===== src/rtl/decode_64_if.sv =====
// decode_64_if: fetch-to-decode bus plus forwarding, control and decode results
interface decode_64_if;
    logic [3:0]  f_icode, f_ifun, f_rA, f_rB, f_stat;
    logic [63:0] f_valC, f_valP;
    logic        D_stall, D_bubble;
    logic [3:0]  E_icode, E_dstM, e_dstE, M_dstE, M_dstM, W_dstE, W_dstM;
    logic [63:0] e_valE, M_valE, m_valM, W_valE, W_valM;
    logic [3:0]  D_icode, D_ifun, D_stat;
    logic [63:0] D_valC, D_valP;
    logic [3:0]  d_srcA, d_srcB, d_dstE, d_dstM;
    logic [63:0] d_valA, d_valB;
    logic        load_use;

    modport master (
        output f_icode, f_ifun, f_rA, f_rB, f_stat, f_valC, f_valP, D_stall, D_bubble,
               E_icode, E_dstM, e_dstE, M_dstE, M_dstM, W_dstE, W_dstM,
               e_valE, M_valE, m_valM, W_valE, W_valM,
        input  D_icode, D_ifun, D_stat, D_valC, D_valP, d_srcA, d_srcB, d_dstE, d_dstM,
               d_valA, d_valB, load_use
    );
    modport slave (
        input  f_icode, f_ifun, f_rA, f_rB, f_stat, f_valC, f_valP, D_stall, D_bubble,
               E_icode, E_dstM, e_dstE, M_dstE, M_dstM, W_dstE, W_dstM,
               e_valE, M_valE, m_valM, W_valE, W_valM,
        output D_icode, D_ifun, D_stat, D_valC, D_valP, d_srcA, d_srcB, d_dstE, d_dstM,
               d_valA, d_valB, load_use
    );
endinterface


===== src/rtl/decode_64.sv =====
// decode_64: Y86-64 decode stage; define DECODE_FWD_EN for full bypassing, else load_use stalls on any in-flight write
module decode_64 #(
    parameter int         NREG   = 15,
    parameter logic [3:0] RSP_ID = 4'd4
) (
    input logic clk,
    input logic rst_n,
    decode_64_if.slave bus
);
    localparam logic [3:0] RNONE = 4'hF;
    logic [3:0]  icode, ifun, stat, ra, rb, src_a, src_b, dst_e, dst_m;
    logic [63:0] valc, valp, val_a, val_b;
    logic [63:0] regs [NREG];
    logic        lu_load;

    always_ff @(posedge clk or negedge rst_n) begin
        if (!rst_n) begin
            {icode, ifun, ra, rb, stat} <= {4'h1, 4'h0, RNONE, RNONE, 4'b0001};
            {valc, valp} <= '0;
        end else if (bus.D_bubble) begin
            {icode, ifun, ra, rb, stat} <= {4'h1, 4'h0, RNONE, RNONE, 4'b0001};
            {valc, valp} <= '0;
        end else if (!bus.D_stall) begin
            {icode, ifun, ra, rb, stat} <= {bus.f_icode, bus.f_ifun, bus.f_rA, bus.f_rB, bus.f_stat};
            {valc, valp} <= {bus.f_valC, bus.f_valP};
        end
    end

    // valM write follows valE so it wins when both target the same register
    always_ff @(posedge clk or negedge rst_n) begin
        if (!rst_n) begin
            for (int i = 0; i < NREG; i++) regs[i] <= '0;
        end else begin
            if (bus.W_dstE != RNONE) regs[bus.W_dstE] <= bus.W_valE;
            if (bus.W_dstM != RNONE) regs[bus.W_dstM] <= bus.W_valM;
        end
    end

    always_comb begin
        src_a = (icode == 4'h2 || icode == 4'h4 || icode == 4'h6 || icode == 4'hA) ? ra :
                (icode == 4'h9 || icode == 4'hB) ? RSP_ID : RNONE;
        src_b = (icode == 4'h4 || icode == 4'h5 || icode == 4'h6) ? rb :
                (icode >= 4'h8 && icode <= 4'hB) ? RSP_ID : RNONE;
        dst_e = (icode == 4'h2 || icode == 4'h3 || icode == 4'h6) ? rb :
                (icode >= 4'h8 && icode <= 4'hB) ? RSP_ID : RNONE;
        dst_m = (icode == 4'h5 || icode == 4'hB) ? ra : RNONE;
    end

    function automatic logic [63:0] rf(input logic [3:0] src);
        return (src == RNONE) ? '0 : regs[src];
    endfunction

    function automatic logic [63:0] fwd(input logic [3:0] src);
        return (src == RNONE)       ? '0 :
               (src == bus.e_dstE)  ? bus.e_valE :
               (src == bus.M_dstM)  ? bus.m_valM :
               (src == bus.M_dstE)  ? bus.M_valE :
               (src == bus.W_dstM)  ? bus.W_valM :
               (src == bus.W_dstE)  ? bus.W_valE : rf(src);
    endfunction

    function automatic logic busy(input logic [3:0] src);
        return src != RNONE && (src == bus.e_dstE || src == bus.M_dstE || src == bus.M_dstM ||
                                src == bus.W_dstE || src == bus.W_dstM);
    endfunction

    assign lu_load = (bus.E_icode == 4'h5 || bus.E_icode == 4'hB) && bus.E_dstM != RNONE &&
                     (bus.E_dstM == src_a || bus.E_dstM == src_b);

`ifdef DECODE_FWD_EN
    assign val_a        = (icode == 4'h7 || icode == 4'h8) ? valp : fwd(src_a);
    assign val_b        = fwd(src_b);
    assign bus.load_use = lu_load;
`else
    assign val_a        = (icode == 4'h7 || icode == 4'h8) ? valp : rf(src_a);
    assign val_b        = rf(src_b);
    assign bus.load_use = lu_load || busy(src_a) || busy(src_b);
`endif

    assign bus.D_icode = icode;
    assign bus.D_ifun  = ifun;
    assign bus.D_stat  = stat;
    assign bus.D_valC  = valc;
    assign bus.D_valP  = valp;
    assign bus.d_srcA  = src_a;
    assign bus.d_srcB  = src_b;
    assign bus.d_dstE  = dst_e;
    assign bus.d_dstM  = dst_m;
    assign bus.d_valA  = val_a;
    assign bus.d_valB  = val_b;
endmodule


===== src/flat_wrapper.sv =====
// flat-port wrapper written by rule: the top's interface ports become plain ports
module decode_64_flat 
#(
    parameter int         NREG   = 15,
    parameter logic [3:0] RSP_ID = 4'd4
)
  (clk, rst_n, bus_f_icode, bus_f_ifun, bus_f_rA, bus_f_rB, bus_f_stat, bus_f_valC, bus_f_valP, bus_D_stall, bus_D_bubble, bus_E_icode, bus_E_dstM, bus_e_dstE, bus_M_dstE, bus_M_dstM, bus_W_dstE, bus_W_dstM, bus_e_valE, bus_M_valE, bus_m_valM, bus_W_valE, bus_W_valM, bus_D_icode, bus_D_ifun, bus_D_stat, bus_D_valC, bus_D_valP, bus_d_srcA, bus_d_srcB, bus_d_dstE, bus_d_dstM, bus_d_valA, bus_d_valB, bus_load_use);
  decode_64_if bus_i ();
  input logic clk;
  input logic rst_n;
  input wire logic [$bits(bus_i.f_icode)-1:0] bus_f_icode;
  input wire logic [$bits(bus_i.f_ifun)-1:0] bus_f_ifun;
  input wire logic [$bits(bus_i.f_rA)-1:0] bus_f_rA;
  input wire logic [$bits(bus_i.f_rB)-1:0] bus_f_rB;
  input wire logic [$bits(bus_i.f_stat)-1:0] bus_f_stat;
  input wire logic [$bits(bus_i.f_valC)-1:0] bus_f_valC;
  input wire logic [$bits(bus_i.f_valP)-1:0] bus_f_valP;
  input wire logic [$bits(bus_i.D_stall)-1:0] bus_D_stall;
  input wire logic [$bits(bus_i.D_bubble)-1:0] bus_D_bubble;
  input wire logic [$bits(bus_i.E_icode)-1:0] bus_E_icode;
  input wire logic [$bits(bus_i.E_dstM)-1:0] bus_E_dstM;
  input wire logic [$bits(bus_i.e_dstE)-1:0] bus_e_dstE;
  input wire logic [$bits(bus_i.M_dstE)-1:0] bus_M_dstE;
  input wire logic [$bits(bus_i.M_dstM)-1:0] bus_M_dstM;
  input wire logic [$bits(bus_i.W_dstE)-1:0] bus_W_dstE;
  input wire logic [$bits(bus_i.W_dstM)-1:0] bus_W_dstM;
  input wire logic [$bits(bus_i.e_valE)-1:0] bus_e_valE;
  input wire logic [$bits(bus_i.M_valE)-1:0] bus_M_valE;
  input wire logic [$bits(bus_i.m_valM)-1:0] bus_m_valM;
  input wire logic [$bits(bus_i.W_valE)-1:0] bus_W_valE;
  input wire logic [$bits(bus_i.W_valM)-1:0] bus_W_valM;
  output wire logic [$bits(bus_i.D_icode)-1:0] bus_D_icode;
  output wire logic [$bits(bus_i.D_ifun)-1:0] bus_D_ifun;
  output wire logic [$bits(bus_i.D_stat)-1:0] bus_D_stat;
  output wire logic [$bits(bus_i.D_valC)-1:0] bus_D_valC;
  output wire logic [$bits(bus_i.D_valP)-1:0] bus_D_valP;
  output wire logic [$bits(bus_i.d_srcA)-1:0] bus_d_srcA;
  output wire logic [$bits(bus_i.d_srcB)-1:0] bus_d_srcB;
  output wire logic [$bits(bus_i.d_dstE)-1:0] bus_d_dstE;
  output wire logic [$bits(bus_i.d_dstM)-1:0] bus_d_dstM;
  output wire logic [$bits(bus_i.d_valA)-1:0] bus_d_valA;
  output wire logic [$bits(bus_i.d_valB)-1:0] bus_d_valB;
  output wire logic [$bits(bus_i.load_use)-1:0] bus_load_use;
  assign bus_i.f_icode = bus_f_icode;
  assign bus_i.f_ifun = bus_f_ifun;
  assign bus_i.f_rA = bus_f_rA;
  assign bus_i.f_rB = bus_f_rB;
  assign bus_i.f_stat = bus_f_stat;
  assign bus_i.f_valC = bus_f_valC;
  assign bus_i.f_valP = bus_f_valP;
  assign bus_i.D_stall = bus_D_stall;
  assign bus_i.D_bubble = bus_D_bubble;
  assign bus_i.E_icode = bus_E_icode;
  assign bus_i.E_dstM = bus_E_dstM;
  assign bus_i.e_dstE = bus_e_dstE;
  assign bus_i.M_dstE = bus_M_dstE;
  assign bus_i.M_dstM = bus_M_dstM;
  assign bus_i.W_dstE = bus_W_dstE;
  assign bus_i.W_dstM = bus_W_dstM;
  assign bus_i.e_valE = bus_e_valE;
  assign bus_i.M_valE = bus_M_valE;
  assign bus_i.m_valM = bus_m_valM;
  assign bus_i.W_valE = bus_W_valE;
  assign bus_i.W_valM = bus_W_valM;
  assign bus_D_icode = bus_i.D_icode;
  assign bus_D_ifun = bus_i.D_ifun;
  assign bus_D_stat = bus_i.D_stat;
  assign bus_D_valC = bus_i.D_valC;
  assign bus_D_valP = bus_i.D_valP;
  assign bus_d_srcA = bus_i.d_srcA;
  assign bus_d_srcB = bus_i.d_srcB;
  assign bus_d_dstE = bus_i.d_dstE;
  assign bus_d_dstM = bus_i.d_dstM;
  assign bus_d_valA = bus_i.d_valA;
  assign bus_d_valB = bus_i.d_valB;
  assign bus_load_use = bus_i.load_use;
  decode_64 #(.NREG(NREG), .RSP_ID(RSP_ID)) u_core (.clk(clk), .rst_n(rst_n), .bus(bus_i));
endmodule

===== config.mk =====
export PLATFORM = sky130hd
export DESIGN_NAME = decode_64_flat
export DESIGN_NICKNAME = d
export VERILOG_FILES = /design/src/rtl/decode_64_if.sv /design/src/rtl/decode_64.sv /design/src/flat_wrapper.sv
export SDC_FILE = /design/constraint.sdc
export NUM_CORES = 2
export LEC_CHECK = 0
export ABC_CLOCK_PERIOD_IN_PS = 8500
export CORE_ASPECT_RATIO = 1.5
export CORE_MARGIN = 4
export CORE_UTILIZATION = 40
export DETAILED_ROUTE_END_ITERATION = 10
export PLACE_DENSITY_LB_ADDON = 0.15
export SETUP_SLACK_MARGIN = 0.4
export SLEW_MARGIN = 20
export SYNTH_ARGS = -nofsm -noshare
export SYNTH_HDL_FRONTEND = slang
export SYNTH_SLANG_ARGS = --single-unit
export TNS_END_PERCENT = 100

===== constraint.sdc =====
create_clock -name clk -period 8.5 [get_ports clk]
set_input_delay 2.125 -clock clk [delete_from_list [all_inputs] [get_ports clk]]
set_output_delay 2.125 -clock clk [all_outputs]
set_load 0.1 [all_outputs]

# == After elaboration in Yosys (flattened, before gate mapping) ==
# Cells that the tools add are included.
# word_totals
reg_bits,1108
input_bits,500
out_inout_bits,285
wordCells,132
# classes
magnitude_cmp,8
eq_ne,32
muxes,37
bitwise,4
n_reduce_logical,29
# op_table
op,n
bitwise mux 960 bit,2
2-to-1 mux 960 bit,2
2-to-1 mux 64 bit,13
binary-select mux 64 bit (select 4 bit),2
demux 64 bit (select 4 bit),2
2-to-1 mux 4 bit,16
equality test 4 bit,12
equality test 4 bit (second input constant),7
logical OR 1 bit,22
equality test 4 x 3 -> 1 bit (second input constant),5
greater-or-equal comparator 5 bit (second input constant),4
inequality test 4 bit (second input constant),5
inverter 4 -> 5 bit,4
< comparator 5 x 1 -> 1 bit (second input constant),2
equality test 4 x 2 -> 1 bit (second input constant),2
logical AND 1 bit,7
greater-or-equal comparator 4 bit (second input constant),1
<= comparator 4 bit (second input constant),1
inequality test 2 x 1 -> 1 bit (second input constant),1

# == Longest topological paths before layout ==
# logic_depth
depth_word,13
depth_mapped,13
ltp_nobuf,8

# == Worst setup path after synthesis ==
# Ideal clock, no wire load.
# synth_timing
kind,register to output
start,"reg u_core.icode[2], in the netlist u_core.bus.D_icode[2]"
end,out bus_d_valB[53]
arrival_time_ns,4.743
required_ns,6.375
setup_slack_ns,1.632
path_stages_with_launch,10
path_buffers,4
path_cell_list,dfrtp_1 -> buf_2 -> nand2b_1 -> buf_2 -> o31ai_2 -> inv_1 -> clkbuf_1 -> clkbuf_1 -> a21oi_1 -> a21oi_1
# synth_between
elab_chain_cells,9
elab_cells_between_ends,16
cone_classes,order compare (2); eq/ne (4); mux (6); bitwise (1); reduce/logical (3)
# synth_lines
item,line_no,text
start: declaration,decode_64.sv:11,"logic [3:0] icode, ifun, stat, ra, rb, src_a, src_b, dst_e, dst_m;"
start signal: assignment,decode_64.sv:18,"{icode, ifun, ra, rb, stat} <= {4'h1, 4'h0, RNONE, RNONE, 4'b0001};"
start signal: assignment,decode_64.sv:21,"{icode, ifun, ra, rb, stat} <= {4'h1, 4'h0, RNONE, RNONE, 4'b0001};"
start signal: assignment,decode_64.sv:24,"{icode, ifun, ra, rb, stat} <= {bus.f_icode, bus.f_ifun, bus.f_rA, bus.f_rB, bus.f_stat};"
"greater-or-equal comparator 4 bit, or another cell as far along",decode_64.sv:43,(icode >= 4'h8 && icode <= 4'hB) ? RSP_ID : RNONE;
logical AND 1 bit or logical OR 1 bit (tied branches),"decode_64.sv:43, decode_64.sv:42",
2-to-1 mux 4 bit or logical OR 1 bit (tied branches),"decode_64.sv:43, decode_64.sv:42",
2-to-1 mux 4 bit (*),decode_64.sv:42,src_b = (icode == 4'h4 || icode == 4'h5 || icode == 4'h6) ? rb :
named net bus_d_srcB[3],flat_wrapper.sv:38,output wire logic [$bits(bus_i.d_srcB)-1:0] bus_d_srcB;
inverter 4 -> 5 bit (implied by the code),decode_64.sv:50,return (src == RNONE) ? '0 : regs[src];
binary-select mux 64 bit (select 4 bit),decode_64.sv:50,
2-to-1 mux 64 bit (implied by the code) (2 in a row),decode_64.sv:50,
2-to-1 mux 64 bit (*),decode_64.sv:50,
end: declaration,flat_wrapper.sv:42,output wire logic [$bits(bus_i.d_valB)-1:0] bus_d_valB;
# Mark *: on every way through the listed nets, which the timed path passes. The rest lies on a longest branch. The select of a mux whose other input is x is not followed.

# == Worst setup path in the final report ==
# layout_timing
start,"reg u_core.icode[3], in the netlist u_core.bus.D_icode[3]"
end,out bus_d_valB[3]
# layout_between
elab_chain_cells,9
elab_cells_between_ends,16
cone_classes,order compare (2); eq/ne (4); mux (6); bitwise (1); reduce/logical (3)
# layout_lines
item,line_no
"greater-or-equal comparator 4 bit, or another cell as far along",decode_64.sv:43
logical AND 1 bit or logical OR 1 bit (tied branches),"decode_64.sv:43, decode_64.sv:42"
2-to-1 mux 4 bit or logical OR 1 bit (tied branches),"decode_64.sv:43, decode_64.sv:42"
2-to-1 mux 4 bit (*),decode_64.sv:42
inverter 4 -> 5 bit (implied by the code),decode_64.sv:50
binary-select mux 64 bit (select 4 bit),decode_64.sv:50
2-to-1 mux 64 bit (implied by the code) (2 in a row),decode_64.sv:50
2-to-1 mux 64 bit (*),decode_64.sv:50
# Every way passes the cells marked *; elsewhere a longest branch is shown, timed or not. The select of a mux whose other input is x is not followed.

==> results by group <==
Layout
  – Fin cells: roughly 11000
  – Nets: ~9000
  – Area grow syn2layout: 15.8%
  – Layout cells sized above 1: around 6.2%
  – Cell area after layout: just under 0.08 mm2
  – Layout Utilization: between 40% and 50%

Routing
  – Total Wirelength: approximately 310000 um
  – Vias: 69000
  – Remaining antenna violation count: 0
  – DR DRC count: 0
  – Vias per cell: 6.34
  – Length of the first detailed-routing pass in iterations: 6
  – Drt wl/cell: roughly 28 um
  – DR iter-0 viols: 8497

Clocking
  – Cts hold-fix bufs: 0
  – Worst-skew pair later-pin latency: just under 0.8 ns
  – Clock Path Buffers: 3
  – Clock Sinks: ~1100
  – CTS tree: built
  – Total CTS buffers: ~120
  – Clock Tree Root: clkbuf_16
  – Post_cts resized: 0
  – H-tree lvl count: 3
  – Postcts setup bufs: 0
  – Clk slew on worst S/H paths: roughly 0.060 ns

Setup path
  – WP data arrival: just under 6 ns
  – Crit end category: output pin
  – Worst reg2reg setup slack: between 7 and 8 ns
  – Crit path max fanout: 69
  – Critical path class: reg2out
  – WP data required: around 6.4 ns
  – Max stage delay on crit path: 0.95 ns
  – Reg-to-Reg End: u_core.bus.D_icode[3]$_DFFE_PN0P_
  – Critical path cell sequence: and2b_1, nand2_4, nand2_4, inv_8, buf_4, nand2_1, a311oi_1, a211oi_1, a21oi_1, buf_4
  – Launching point of the worst reg2reg path: u_core.bus.D_icode[3]$_DFFE_PN0P_
  – Crit. Startpoint: u_core.bus.D_icode[3]$_DFFE_PN0P_
  – CP max-delay cell: dfrtp_1
  – Setup crit start kind: flip-flop
  – R2r worst-path depth: 2

Floorplanning
  – Row count: 185
  – Die area: between 0.15 and 0.2 mm2
  – Core area: 0.170 mm2
  – Die Ht: between 500 and 600 um
  – Starting Density: 40.3%
  – Top Ports: around 800
  – Die width: approximately 350 um

Hold path
  – Hold Crit Depth: 2
  – HP Start: u_core.bus.D_valC[16]$_DFFE_PN0P_
  – Worst Hold Path EP: u_core.bus.D_valC[16]$_DFFE_PN0P_
  – Hold WC Path Type: reg2reg

Pwr
  – Max IR drop VDD: 0.181 mV
  – Leak pwr: around 34 nW
  – Total Power: 17.9 mW
  – PwrDens: about 230 mW/mm2

Yosys
  – Synthesized net count: 9096
  – Cells after Synth: 8596
  – Seq cells post-synth: 1108
  – Post-synthesis cell type count: 62
  – Yosys warns: 0
  – Synth area leaders: dfrtp_1 40%, mux2i_1 13%, nand2_1 10%
  – Syn_area_per_cell: 7.96 um2
  – Post-synth EDFFs: 0
  – Cell with the most instances after synthesis: nand2_1
  – Sequential area share after synthesis: about two fifths
  – Synth top area share: between 40 and 50%
  – Post-synthesis cell area: 0.0684 mm2
  – Cell accounting for the most synthesized area: dfrtp_1
  – Ys flop type: dfrtp_1
  – Async S/R FF share, synth: between 90% and 100%
  – Synth cell count leaders: 1816 x nand2_1, 1098 x dfrtp_1, 1009 x a21oi_1

Placed design
  – I/O Buffers: a little under 600
  – Worst slack, placed: approximately 1.6 ns
  – DP HPWL: between 150000 and 200000 um
  – Gp weighted congestion: 0.868
  – Placed instance count: ~11000
  – Placed cell area: 0.0750 mm2

Job
  – Max-Cap Viols: 0

Global route
  – GRT overflow: 0
  – Initial antenna violation count: 40
  – GRT Util Overall: 33.1%
  – Vias in the first global route: about 67000
  – Largest net degree at the start of global routing: between 150 and 200
  – First-pass GRT wire length: approximately 450000 um

Run status
  – Status: completed

Timing
  – Final setup fails: 0
  – Worst hold margin: ~0.52 ns
  – Post-route worst setup slack: about 0.56 ns
  – Slew Limit Headroom: about 22%
  – Final Hold Fails: 0
  – Post-layout min period: approximately 7.9 ns
  – Worst Tran Pin Value: 1.17 ns
  – Max Clock Freq: 126 MHz
  – Slew Limit Fails: 0
  – Skew final: 0 ns
  – Tcrit/Tclk final: a little over 90%
  – Post-Route Setup TNS: 0 ns
  – RSZ-0062 raised after global routing: no
## worst max path at each step
stage                      to  slack [ns]
3_3_place_gp   bus_d_valB[33]        1.60
6_report        bus_d_valB[3]        0.56
2_1_floorplan  bus_d_valB[53]        1.63
3_5_place_dp    bus_d_valB[3]        1.56
5_1_grt        bus_d_valB[33]        0.53
4_1_cts         bus_d_valB[3]        0.70
## where the power goes
part / internal (mW) / switching [mW] / leakage, nW / total (mW)
Combinational: 1.72 / 3.33 / 18.8 / 5.05
Sequential: 6.32 / 0.881 / 13.4 / 7.20
Clock: 3.20 / 2.41 / 2.02 / 5.62
## final cells by class
type | count | area (um2)
Tap cell | 2244 | 2810
Timing Repair Buffer | 756 | 7380
Antenna cell | 17 | 42.5
Inverter | 15 | 98.8
Multi-Input combinational cell | 6527 | 37000
Clock inverter | 38 | 554
Sequential cell | 1108 | 27700
Clock buffer | 179 | 3550
Fill cell | 16400 | 90500
## cell usage in the layout (no fill, tap or decap), types with 8 or more instances in the layout
master / n
nand2b_1: 8
a221o_1: 52
a221oi_1: 201
a32oi_1: 54
inv_1: 8
clkbuf_16: 121
a211oi_1: 198
nand2_4: 9
a311oi_1: 128
nor3_1: 11
nand3_1: 291
a31oi_1: 145
clkbuf_1: 28
a211o_1: 11
a21oi_1: 1009
clkdlybuf4s50_1: 484
nor2b_1: 31
and3_1: 27
o21ai_1: 22
and2_1: 27
buf_4: 230
nor2_1: 754
buf_12: 38
nor2_4: 9
clkinv_2: 18
bufinv_16: 11
nand2_1: 1806
diode_2: 17
dfrtp_1: 1098
o21ai_0: 733
dfstp_2: 10
o22ai_1: 15
clkbuf_8: 30
xnor2_1: 9
mux2i_1: 889
## metal layers
metal / GRT usage, % / up-vias / wire, um / share of wire, %
met1: 40.5 / 33500 / 115000 / 38
met2: 53.7 / 4198 / 142000 / 46
met5: 0 / - / 255 / 0.083
met3: 7.44 / 1045 / 30500 / 9.9
li1: - / 30200 / - / -
met4: 19.6 / 38 / 19600 / 6.4
## flip-flops by register name, summed over array words and instances, names as in the netlist
register	cells
u_core.rb	4
u_core.bus.D_valC	64
u_core.bus.D_stat	4
u_core.ra	4
u_core.bus.D_valP	64
u_core.regs	960
u_core.bus.D_icode	4
u_core.bus.D_ifun	4
## kinds of logic after synthesis
family                 count (synthesis)  synth area share, %
AND/OR/NAND/NOR                     3018                 17.6
multiplexers                         890                 13.0
AO/OA/AOI/OAI                       2606                 22.9
flip-flops                          1108                 40.5
XOR/XNOR                              13                0.166
buffers and inverters                961                 5.71
## critical path, delay by kind of cell (launching register included)
family	cells	cell delay, ns
flops	1	0.95
simple gates	4	1.27
compound gates	3	0.96
buf+inv	3	1.80
(Power assumes the default switching activity.)
